`config.mk`:
```
export PLATFORM = sky130hd
export DESIGN_NAME = mem_arbiter_flat
export DESIGN_NICKNAME = d
export VERILOG_FILES = /design/src/rtl/mem_arbiter_if.sv /design/src/rtl/mem_arbiter.sv /design/src/flat_wrapper.sv
export SDC_FILE = /design/constraint.sdc
export NUM_CORES = 1
export LEC_CHECK = 0
export CORE_MARGIN = 2
export CORE_UTILIZATION = 35
export CTS_CLUSTER_SIZE = 25
export DETAILED_ROUTE_END_ITERATION = 6
export PLACE_DENSITY = 0.71
export REMOVE_ABC_BUFFERS = 1
export SLEW_MARGIN = 20
export SYNTH_ARGS = -nofsm -noshare
export SYNTH_HDL_FRONTEND = slang
export SYNTH_SLANG_ARGS = --single-unit
export TNS_END_PERCENT = 30
```
`constraint.sdc`:
```
create_clock -name CLOCK_50 -period 4.1 [get_ports CLOCK_50]
set_clock_uncertainty 0.2 [all_clocks]
set_input_delay 0.82 -clock CLOCK_50 [delete_from_list [all_inputs] [get_ports CLOCK_50]]
set_output_delay 0.82 -clock CLOCK_50 [all_outputs]
set_load 0.01 [all_outputs]
```
`src/rtl/mem_arbiter_if.sv`:
```
// Halfword beat bus between mem_arbiter (master) and mem_interface (slave).
// ack marks the cycle in which a beat is accepted and rdata is valid.
interface mem_arbiter_if #(
    parameter int unsigned HADDR_W = 18
);
    logic               req;
    logic               we;
    logic [HADDR_W-1:0] addr;
    logic [15:0]        wdata;
    logic               ub;
    logic               lb;
    logic               ack;
    logic [15:0]        rdata;

    modport master (output req, we, addr, wdata, ub, lb, input ack, rdata);
    modport slave (input req, we, addr, wdata, ub, lb, output ack, rdata);
endinterface

```
`src/rtl/mem_arbiter.sv`:
```
// Non-preemptive arbiter sharing one 16-bit SRAM port between fetch, memory stage and, when
// VGA_PORT_EN is defined, the VGA reader; 32-bit byte accesses are split into halfword beats.
module mem_arbiter #(
    parameter int unsigned HADDR_W       = 18,
    parameter int unsigned VGA_PRIO_HIGH = 1
) (
    input  logic               CLOCK_50,
    input  logic               reset,
    input  logic               f_req,
    input  logic [31:0]        f_addr,
    output logic [31:0]        f_rdata,
    output logic               f_done,
    output logic               f_blocked,
    input  logic               m_req,
    input  logic               m_we,
    input  logic [31:0]        m_addr,
    input  logic [31:0]        m_wdata,
    output logic [31:0]        m_rdata,
    output logic               m_done,
    output logic               m_blocked,
`ifdef VGA_PORT_EN
    input  logic               v_req,
    input  logic [HADDR_W-1:0] v_addr,
    output logic [15:0]        v_rdata,
    output logic               v_done,
`endif
    mem_arbiter_if.master      mi
);
    typedef enum logic [1:0] {StIdle, StAccess, StComplete} state_e;
    typedef enum logic [1:0] {OwnF, OwnM, OwnV} owner_e;

    typedef struct packed {
        logic [HADDR_W-1:0] addr;
        logic [15:0]        data;
        logic               ub;
        logic               lb;
    } beat_t;

    state_e             state_q;
    owner_e             owner_q;
    logic [HADDR_W-1:0] base_q;
    logic               odd_q;
    logic               we_q;
    logic [31:0]        wdata_q;
    logic [1:0]         beat_q;
    logic [1:0]         last_q;
    logic [15:0]        rd0_q;
    logic [15:0]        rd1_q;

    logic               vga_req;
    logic [HADDR_W-1:0] vga_addr;
`ifdef VGA_PORT_EN
    assign vga_req  = v_req;
    assign vga_addr = v_addr;
`else
    assign vga_req  = 1'b0;
    assign vga_addr = '0;
`endif

    logic unused_addr_bits;
    assign unused_addr_bits = ^{f_addr[31:HADDR_W+1], m_addr[31:HADDR_W+1]};

    assign f_blocked = f_req & ~f_done;
    assign m_blocked = m_req & ~m_done;

    logic               gnt;
    owner_e             gnt_owner;
    logic [HADDR_W-1:0] gnt_base;
    logic               gnt_odd;
    logic               gnt_we;
    logic [31:0]        gnt_wdata;
    logic [1:0]         gnt_last;

    always_comb begin
        gnt       = 1'b1;
        gnt_owner = OwnF;
        gnt_base  = f_addr[HADDR_W:1];
        gnt_odd   = f_addr[0];
        gnt_we    = 1'b0;
        gnt_wdata = '0;
        if (vga_req && VGA_PRIO_HIGH != 0) begin
            gnt_owner = OwnV;
            gnt_base  = vga_addr;
            gnt_odd   = 1'b0;
        end else if (m_req) begin
            gnt_owner = OwnM;
            gnt_base  = m_addr[HADDR_W:1];
            gnt_odd   = m_addr[0];
            gnt_we    = m_we;
            gnt_wdata = m_wdata;
        end else if (f_req) begin
            gnt_owner = OwnF;
        end else if (vga_req) begin
            gnt_owner = OwnV;
            gnt_base  = vga_addr;
            gnt_odd   = 1'b0;
        end else begin
            gnt = 1'b0;
        end
        gnt_last = (gnt_owner == OwnV) ? 2'd0 : (gnt_odd ? 2'd2 : 2'd1);
    end

    // Odd writes mask the byte outside the word at the two edge beats; reads use both lanes.
    function automatic beat_t plan(input logic [HADDR_W-1:0] base, input logic odd,
                                   input logic we, input logic [31:0] wdata,
                                   input logic [1:0] idx);
        beat_t b;
        b.addr = base + HADDR_W'(idx);
        b.ub   = 1'b1;
        b.lb   = 1'b1;
        if (!odd) begin
            b.data = idx[0] ? wdata[31:16] : wdata[15:0];
        end else begin
            unique case (idx)
                2'd0: begin
                    b.data = {wdata[7:0], 8'h00};
                    b.lb   = ~we;
                end
                2'd1: b.data = wdata[23:8];
                default: begin
                    b.data = {8'h00, wdata[31:24]};
                    b.ub   = ~we;
                end
            endcase
        end
        return b;
    endfunction

    beat_t       first_beat;
    beat_t       next_beat;
    logic [31:0] read32;
    assign first_beat = plan(gnt_base, gnt_odd, gnt_we, gnt_wdata, 2'd0);
    assign next_beat  = plan(base_q, odd_q, we_q, wdata_q, beat_q + 2'd1);
    assign read32     = odd_q ? {mi.rdata[7:0], rd1_q, rd0_q[15:8]} : {mi.rdata, rd0_q};

    always_ff @(posedge CLOCK_50) begin
        if (reset) begin
            state_q  <= StIdle;
            owner_q  <= OwnF;
            base_q   <= '0;
            odd_q    <= 1'b0;
            we_q     <= 1'b0;
            wdata_q  <= '0;
            beat_q   <= '0;
            last_q   <= '0;
            rd0_q    <= '0;
            rd1_q    <= '0;
            f_done   <= 1'b0;
            f_rdata  <= '0;
            m_done   <= 1'b0;
            m_rdata  <= '0;
            mi.req   <= 1'b0;
            mi.we    <= 1'b0;
            mi.addr  <= '0;
            mi.wdata <= '0;
            mi.ub    <= 1'b0;
            mi.lb    <= 1'b0;
`ifdef VGA_PORT_EN
            v_done   <= 1'b0;
            v_rdata  <= '0;
`endif
        end else begin
            f_done <= 1'b0;
            m_done <= 1'b0;
`ifdef VGA_PORT_EN
            v_done <= 1'b0;
`endif
            unique case (state_q)
                StIdle: begin
                    if (gnt) begin
                        owner_q  <= gnt_owner;
                        base_q   <= gnt_base;
                        odd_q    <= gnt_odd;
                        we_q     <= gnt_we;
                        wdata_q  <= gnt_wdata;
                        last_q   <= gnt_last;
                        beat_q   <= 2'd0;
                        mi.req   <= 1'b1;
                        mi.we    <= gnt_we;
                        mi.addr  <= first_beat.addr;
                        mi.wdata <= first_beat.data;
                        mi.ub    <= first_beat.ub;
                        mi.lb    <= first_beat.lb;
                        state_q  <= StAccess;
                    end
                end
                StAccess: begin
                    if (mi.ack) begin
                        if (beat_q == 2'd0) rd0_q <= mi.rdata;
                        if (beat_q == 2'd1) rd1_q <= mi.rdata;
                        if (beat_q == last_q) begin
                            mi.req  <= 1'b0;
                            mi.we   <= 1'b0;
                            state_q <= StComplete;
                            unique case (owner_q)
                                OwnF: begin
                                    f_done  <= 1'b1;
                                    f_rdata <= read32;
                                end
                                OwnM: begin
                                    m_done <= 1'b1;
                                    if (!we_q) m_rdata <= read32;
                                end
                                default: begin
`ifdef VGA_PORT_EN
                                    v_done  <= 1'b1;
                                    v_rdata <= mi.rdata;
`endif
                                end
                            endcase
                        end else begin
                            beat_q   <= beat_q + 2'd1;
                            mi.addr  <= next_beat.addr;
                            mi.wdata <= next_beat.data;
                            mi.ub    <= next_beat.ub;
                            mi.lb    <= next_beat.lb;
                        end
                    end
                end
                StComplete: state_q <= StIdle;
                default:    state_q <= StIdle;
            endcase
        end
    end
endmodule

```
`src/flat_wrapper.sv`:
```
// flat-port wrapper written by rule: the top's interface ports become plain ports
module mem_arbiter_flat 
#(
    parameter int unsigned HADDR_W       = 18,
    parameter int unsigned VGA_PRIO_HIGH = 1
)
  (CLOCK_50, reset, f_req, f_addr, f_rdata, f_done, f_blocked, m_req, m_we, m_addr, m_wdata, m_rdata, m_done, m_blocked, mi_req, mi_we, mi_addr, mi_wdata, mi_ub, mi_lb, mi_ack, mi_rdata);
  mem_arbiter_if #(.HADDR_W(HADDR_W)) mi_i ();
  input  logic CLOCK_50;
  input  logic reset;
  input  logic f_req;
  input  logic [31:0] f_addr;
  output logic [31:0] f_rdata;
  output logic f_done;
  output logic f_blocked;
  input  logic m_req;
  input  logic m_we;
  input  logic [31:0] m_addr;
  input  logic [31:0] m_wdata;
  output logic [31:0] m_rdata;
  output logic m_done;
  output logic m_blocked;
  output wire logic [$bits(mi_i.req)-1:0] mi_req;
  output wire logic [$bits(mi_i.we)-1:0] mi_we;
  output wire logic [$bits(mi_i.addr)-1:0] mi_addr;
  output wire logic [$bits(mi_i.wdata)-1:0] mi_wdata;
  output wire logic [$bits(mi_i.ub)-1:0] mi_ub;
  output wire logic [$bits(mi_i.lb)-1:0] mi_lb;
  input wire logic [$bits(mi_i.ack)-1:0] mi_ack;
  input wire logic [$bits(mi_i.rdata)-1:0] mi_rdata;
  assign mi_req = mi_i.req;
  assign mi_we = mi_i.we;
  assign mi_addr = mi_i.addr;
  assign mi_wdata = mi_i.wdata;
  assign mi_ub = mi_i.ub;
  assign mi_lb = mi_i.lb;
  assign mi_i.ack = mi_ack;
  assign mi_i.rdata = mi_rdata;
  mem_arbiter #(.HADDR_W(HADDR_W), .VGA_PRIO_HIGH(VGA_PRIO_HIGH)) u_core (.CLOCK_50(CLOCK_50), .reset(reset), .f_req(f_req), .f_addr(f_addr), .f_rdata(f_rdata), .f_done(f_done), .f_blocked(f_blocked), .m_req(m_req), .m_we(m_we), .m_addr(m_addr), .m_wdata(m_wdata), .m_rdata(m_rdata), .m_done(m_done), .m_blocked(m_blocked), .mi(mi_i));
endmodule
```
== After elaboration in Yosys (flattened, before gate mapping) ==
Index checks and enable logic that the tools add are counted.
Storage, ports and cells
  flip-flop bits (word level): 196
  latch bits: 0
  RAM bits: 0
  bits in read-only memories: 0
  input port bits: 118
  output and inout bits: 106
  word-level logic and storage cells: 106
  memories kept: 0
Cells by class
  add/sub/neg operators: 2
  multiply operators: 0
  divide/modulo/power cells: 0
  magnitude comparators: 0
  eq/ne operators: 10
  shift-type cells: 0
  mux-type cells: 50
  bitwise logic cells: 9
  reduce and logical (&&, ||, !) cells: 15
Operators with widths (count)
  $mux 16: 6
  $mux 18: 4
  $mux 32: 2
  $pmux 16 s2: 2
  $pmux 18 s2: 1
  $mux 1: 20
  $add 18x2->18: 1
  $mux 2: 9
  $reduce_and 4->1: 3
  $reduce_and 3->1: 3
  $eq 2x1->1 const B: 4
  $logic_not 2->1: 4
  $pmux 1 s2: 4
  $pmux 2 s2: 2
  $not 1->1: 7
  $reduce_and 5->1: 1
  $ne 2x1->1 const B: 2
  $ne 2x2->1 const B: 2
  $reduce_or 4->1: 1
  $add 2x1->2 const B: 1
  $and 1x1->1: 2
  $eq 1x2->1 const B: 1
  $eq 2x2->1: 1
  $reduce_and 2->1: 1
  2 further kinds: 2

== Longest topological paths before layout ==
  depth in word-level cells: 8
  depth in mapped cells: 11
  depth with buffers taken out: 8

== Worst setup path before layout ==
No wires, ideal clock.
  path type: reg-to-reg
  from: register u_core.beat_q[0]
  to: register u_core.mi.addr[13]
  setup time: 0.122 ns
  arrival time: 3.047 ns
  required time: 3.778 ns
  path slack: 0.731 ns
  stages on the path, launching flop included: 12
  buffers on the path: 3
  clock period less this slack: 3.369 ns
  path through: dfxtp_1 > buf_6 > clkbuf_1 > clkbuf_1 > inv_1 > ha_1 > ha_1 > a21oi_1 > nor3_1 > nand2_1 > xnor2_1 > a221o_1
On the way
  longest elaborated chain between the ends: 5
  elaborated cells between the ends (all ways): 8
  those cells by class: add/sub (2); eq/ne (2); mux (3); reduce/logical (1)
Ends and longest elaborated chain
  from (decl): RTL line mem_arbiter.sv:45  | logic [1:0] beat_q;
  from (signal assigned): RTL line mem_arbiter.sv:212  | beat_q <= beat_q + 2'd1;
  $add 2x1->2: RTL line mem_arbiter.sv:133  | assign next_beat = plan(base_q, odd_q, we_q, wdata_q, beat_q + 2'd1);
  $add 18x2->18: RTL line mem_arbiter.sv:108  | b.addr = base + HADDR_W'(idx);
  $mux 18: RTL line mem_arbiter.sv:191  | if (beat_q == last_q) begin
  $mux 18: RTL line mem_arbiter.sv:188  | if (mi.ack) begin
  $pmux 18 s2: RTL line mem_arbiter.sv:168  | unique case (state_q)
  to (decl): RTL line mem_arbiter_if.sv:15  | modport master (output req, we, addr, wdata, ub, lb, input ack, rdata);
Several ways; a longest one is shown, not always the timed one. The select of a mux whose other input is x is not followed.
A chain may end at the register's enable or synchronous reset.

== Worst setup path in the final report ==
  from: input m_req
  to: output m_blocked
On the way
  longest elaborated chain between the ends: 1
Ends and longest elaborated chain
  from (decl): RTL line flat_wrapper.sv:16  | input logic m_req;
  $and 1x1->1: RTL line mem_arbiter.sv:64  | assign m_blocked = m_req & ~m_done;
  to (decl): RTL line flat_wrapper.sv:22  | output logic m_blocked;
Every way passes these cells.

==> flow_summary.json <==
{
  "num_vias": 7731,
  "crit_slowest_cell": "sky130_fd_sc_hd__clkdlybuf4s50_1",
  "placed_cell_area_mm2": 0.01070,
  "drtPass1Iterations": 5,
  "cts_made_buffers": 17,
  "largest_net_degree_at_the_start_of_global_routing": 89,
  "globalRouteOverflowTotal": 0,
  "cts_resized": 0,
  "number_of_global_route_vias_before_repair": 7435,
  "max_freq_mhz": 296.1,
  "worst_ep_arrival_time_ns": 2.36,
  "seq_area_frac_synth_pct": 45.43,
  "die_width_um": 160.3,
  "tritoncts_clock_tree": "built",
  "insertion_delay_ns": 0.43,
  "r2r_cells": 8,
  "cell_at_the_root_of_the_clock_tree": "sky130_fd_sc_hd__clkbuf_16",
  "syn_area_mm2": 0.008548,
  "worst_path_dominant_cell_family": "buffers and inverters",
  "p_leak_nw": 4.010,
  "finalCritPeriodShare_pct": 82.37,
  "drc": 0,
  "grt_first_pass_wirelength_mm": 39.23,
  "final_cell_mix": "sky130_fd_sc_hd__clkdlybuf4s50_1, sky130_fd_sc_hd__dfxtp_1, sky130_fd_sc_hd__nand2_1",
  "ratio_of_total_power_to_cell_area_mw_per_mm2": 411.8,
  "cts_htree_levels": 4,
  "cap_viol_max_count": 0,
  "worst_slew_margin_rel_pct": 34.53,
  "synthesis.area_per_instance_um2": 8.557,
  "vdd_ir_drop_max_mv": 0.1842,
  "min_period_ns": 3.377,
  "stdcell_area_mm2": 0.01131,
  "r2r_end": "u_core.mi.addr[16]",
  "worstSetupPathDepth": 3,
  "worstSetupStartpoint": "m_req",
  "buffer_ports.inserted": 197,
  "globalRouteTotalUtil_pct": 18.94,
  "maximum_root_to_sink_buffer_count": 2,
  "final_antenna_net_count": 0,
  "avgViaCountPerCell": 5.217,
  "synth-seq-cells": 194,
  "layout_cell_share_with_drive_strength_beyond_1_pct": 8.377,
  "antenna_found_initial": 0,
  "worst-slew-pin-transition_ns": 0.9821,
  "dieHeight_um": 160.3,
  "post_cts_buffers": 0,
  "cts.sinks": 194,
  "wl_per_cell_um": 16.56,
  "crit_path_end_kind": "output pin",
  "fin_setup_tns_ns": 0,
  "post_synth_edffs": 0,
  "post_cts_hold_buffer_count": 0,
  "worst_path_most_repeated_cell": "sky130_fd_sc_hd__clkdlybuf4s50_1",
  "fill_cells": 2324,
  "synth.lib_cells_used.distinct": 48,
  "setup.worst_path.class": "primary input to output pin",
  "r2r_path_start": "u_core.beat_q[1]",
  "finish.utilization_pct": 46.77,
  "fraction_of_synthesis_flops_using_an_asynchronous_set_or_reset_pin_pct": 0,
  "holdWs_ns": 0.2492,
  "outcome": "complete, no violations",
  "setup.worst_path.start_class": "primary input",
  "leading_cell_type_in_the_layout_fill_and_taps_excluded": "sky130_fd_sc_hd__clkdlybuf4s50_1",
  "critPathCapture": "m_blocked",
  "finalWirelength_mm": 24.55,
  "dr.first_iter.drc_count": 477,
  "critical_path_required_ns": 3.08,
  "worstPathCellList": "clkdlybuf4s50_1, nor2b_1, clkdlybuf4s50_1",
  "maxSlewViolCount": 0,
  "initial_cell_density_of_the_core_pct": 35.36,
  "core-area_mm2": 0.02418,
  "total_design_power_mw": 4.656,
  "max_fo_critical_path": 10,
  "synth_warnings": 0,
  "timing.hold.worst.class": "flop to flop",
  "floorplan.rows": 57,
  "finish.net_count": 1269,
  "yosys_most_used_dff": "sky130_fd_sc_hd__dfxtp_1",
  "io_pins": 224,
  "dpl.hpwl_mm": 16.10,
  "rsz0062_at_grt": "no",
  "critPathBufInv": 2,
  "die_area_mm2": 0.02569,
  "syn_inst": 999,
  "regToRegSetupSlack_ns": 1.11,
  "final-setup-viol-count": 0,
  "hold_violations": 0,
  "clkTransAtPathRegs_ns": 0.07,
  "num_antenna_cells": 0,
  "gpl.final_weighted_congestion": 0.7819,
  "area_growth_pct": 32.27,
  "slowest_delay_ns": 0.75
}
## how the worst min path moves through the flow
stage | depth (start not counted) | start | slack (ns) | to
after floorplan | 2 | u_core.rd1_q[0] | 0.23 | u_core.rd1_q[0]
after global placement | 2 | u_core.m_rdata[11] | 0.24 | u_core.m_rdata[11]
after detailed placement | 2 | u_core.m_rdata[0] | 0.24 | u_core.m_rdata[0]
after CTS | 2 | u_core.mi.addr[4] | 0.25 | u_core.mi.addr[4]
after global routing | 2 | u_core.m_rdata[3] | 0.27 | u_core.m_rdata[3]
final | 2 | u_core.m_rdata[0] | 0.25 | u_core.m_rdata[0]
## stage by stage
| stage | setup slack [ns] | instances |
|---|---|---|
| final | 0.7230 | 1482 |
| after global routing | 0.6553 | 1482 |
| after CTS | 0.7168 | 1482 |
| after detailed placement | 0.6117 | 1450 |
| after global placement | 0.6927 | 1450 |
| after floorplan | 0.04087 | 913 |
## synthesized netlist by cell type, types with 6 or more instances
master                       n  area (um2)
sky130_fd_sc_hd__nor2_1    105       394.1
sky130_fd_sc_hd__o22ai_1     9       56.30
sky130_fd_sc_hd__buf_2      11       55.05
sky130_fd_sc_hd__a22oi_1    41       307.8
sky130_fd_sc_hd__nand2_1   183       686.9
sky130_fd_sc_hd__o21ai_0    14       70.07
sky130_fd_sc_hd__a211oi_1   19       142.6
sky130_fd_sc_hd__a32oi_1     8       70.07
sky130_fd_sc_hd__mux2_2     39       439.2
sky130_fd_sc_hd__nor3_1     15       75.07
sky130_fd_sc_hd__a221oi_1    8       70.07
sky130_fd_sc_hd__clkbuf_1   61       229.0
sky130_fd_sc_hd__nor2b_1    12       75.07
sky130_fd_sc_hd__a211o_1     8       70.07
sky130_fd_sc_hd__inv_1       7       26.28
sky130_fd_sc_hd__nand3_1    11       55.05
sky130_fd_sc_hd__nand4_1     7       43.79
sky130_fd_sc_hd__dfxtp_1   194        3884
sky130_fd_sc_hd__o211ai_1   21       157.7
sky130_fd_sc_hd__a21oi_1    95       475.5
sky130_fd_sc_hd__xnor2_1     6       52.55
sky130_fd_sc_hd__mux2i_1    58       580.6
sky130_fd_sc_hd__xor2_1      8       70.07
sky130_fd_sc_hd__buf_1       8       30.03
sky130_fd_sc_hd__nor4_1      6       37.54
## area by class of cell
class | instances | area, um2 | share of cell area [%]
Clock buffer | 18 | 439.2 | 3.884
Clock inverter | 14 | 163.9 | 1.450
Inverter | 7 | 26.28 | 0.2324
Multi-Input combinational cell | 712 | 4294 | 37.98
Sequential cell | 194 | 3885 | 34.36
Tap cell | 324 | 405.4 | 3.585
Timing Repair Buffer | 213 | 2093 | 18.51
## flip-flops by register name, summed over array words and instances, names as in the netlist, 2 cells and up
signal / count
u_core.rd0_q: 16
u_core.base_q: 18
u_core.beat_q: 2
u_core.rd1_q: 16
u_core.mi.wdata: 16
u_core.wdata_q: 32
u_core.m_rdata: 32
u_core.state_q: 2
u_core.f_rdata: 32
u_core.mi.addr: 18
## per-layer routing
metal / up-vias / share of wire, % / GRT usage, %
li1: 3801 / - / -
met1: 3637 / 46 / 25.17
met2: 262 / 47 / 30.93
met3: 31 / 5.8 / 4.468
met4: 0 / 1.5 / 5.078
met5: - / 0 / 0
## kinds of logic after synthesis
family / synth area share, %
AND/OR/NAND/NOR: 17.58
AO/OA/AOI/OAI: 18.02
flip-flops: 45.43
multiplexers: 11.93
buffers and inverters: 4.640
XOR/XNOR: 1.434
adder cells (fa/ha/maj): 0.9661
## power breakdown
group / total (mW) / switching, mW / leakage (nW) / internal [mW]
registers: 2.09 / 0.0845 / 1.58 / 2.00
clock network: 1.70 / 0.812 / 0.290 / 0.889
logic: 0.868 / 0.468 / 2.14 / 0.401
## worst register-to-register path: stages, from the launching register on
cell and delay (ns):
sky130_fd_sc_hd__dfxtp_1 0.41, sky130_fd_sc_hd__inv_1 0.11, sky130_fd_sc_hd__ha_1 0.65, sky130_fd_sc_hd__fa_1 0.34, sky130_fd_sc_hd__nand3_1 0.21, sky130_fd_sc_hd__nor2_1 0.35, sky130_fd_sc_hd__nand3_1 0.15, sky130_fd_sc_hd__xnor2_1 0.16
sky130_fd_sc_hd__a221o_1 0.31
No activity file was read; power rests on OpenSTA's default activity.
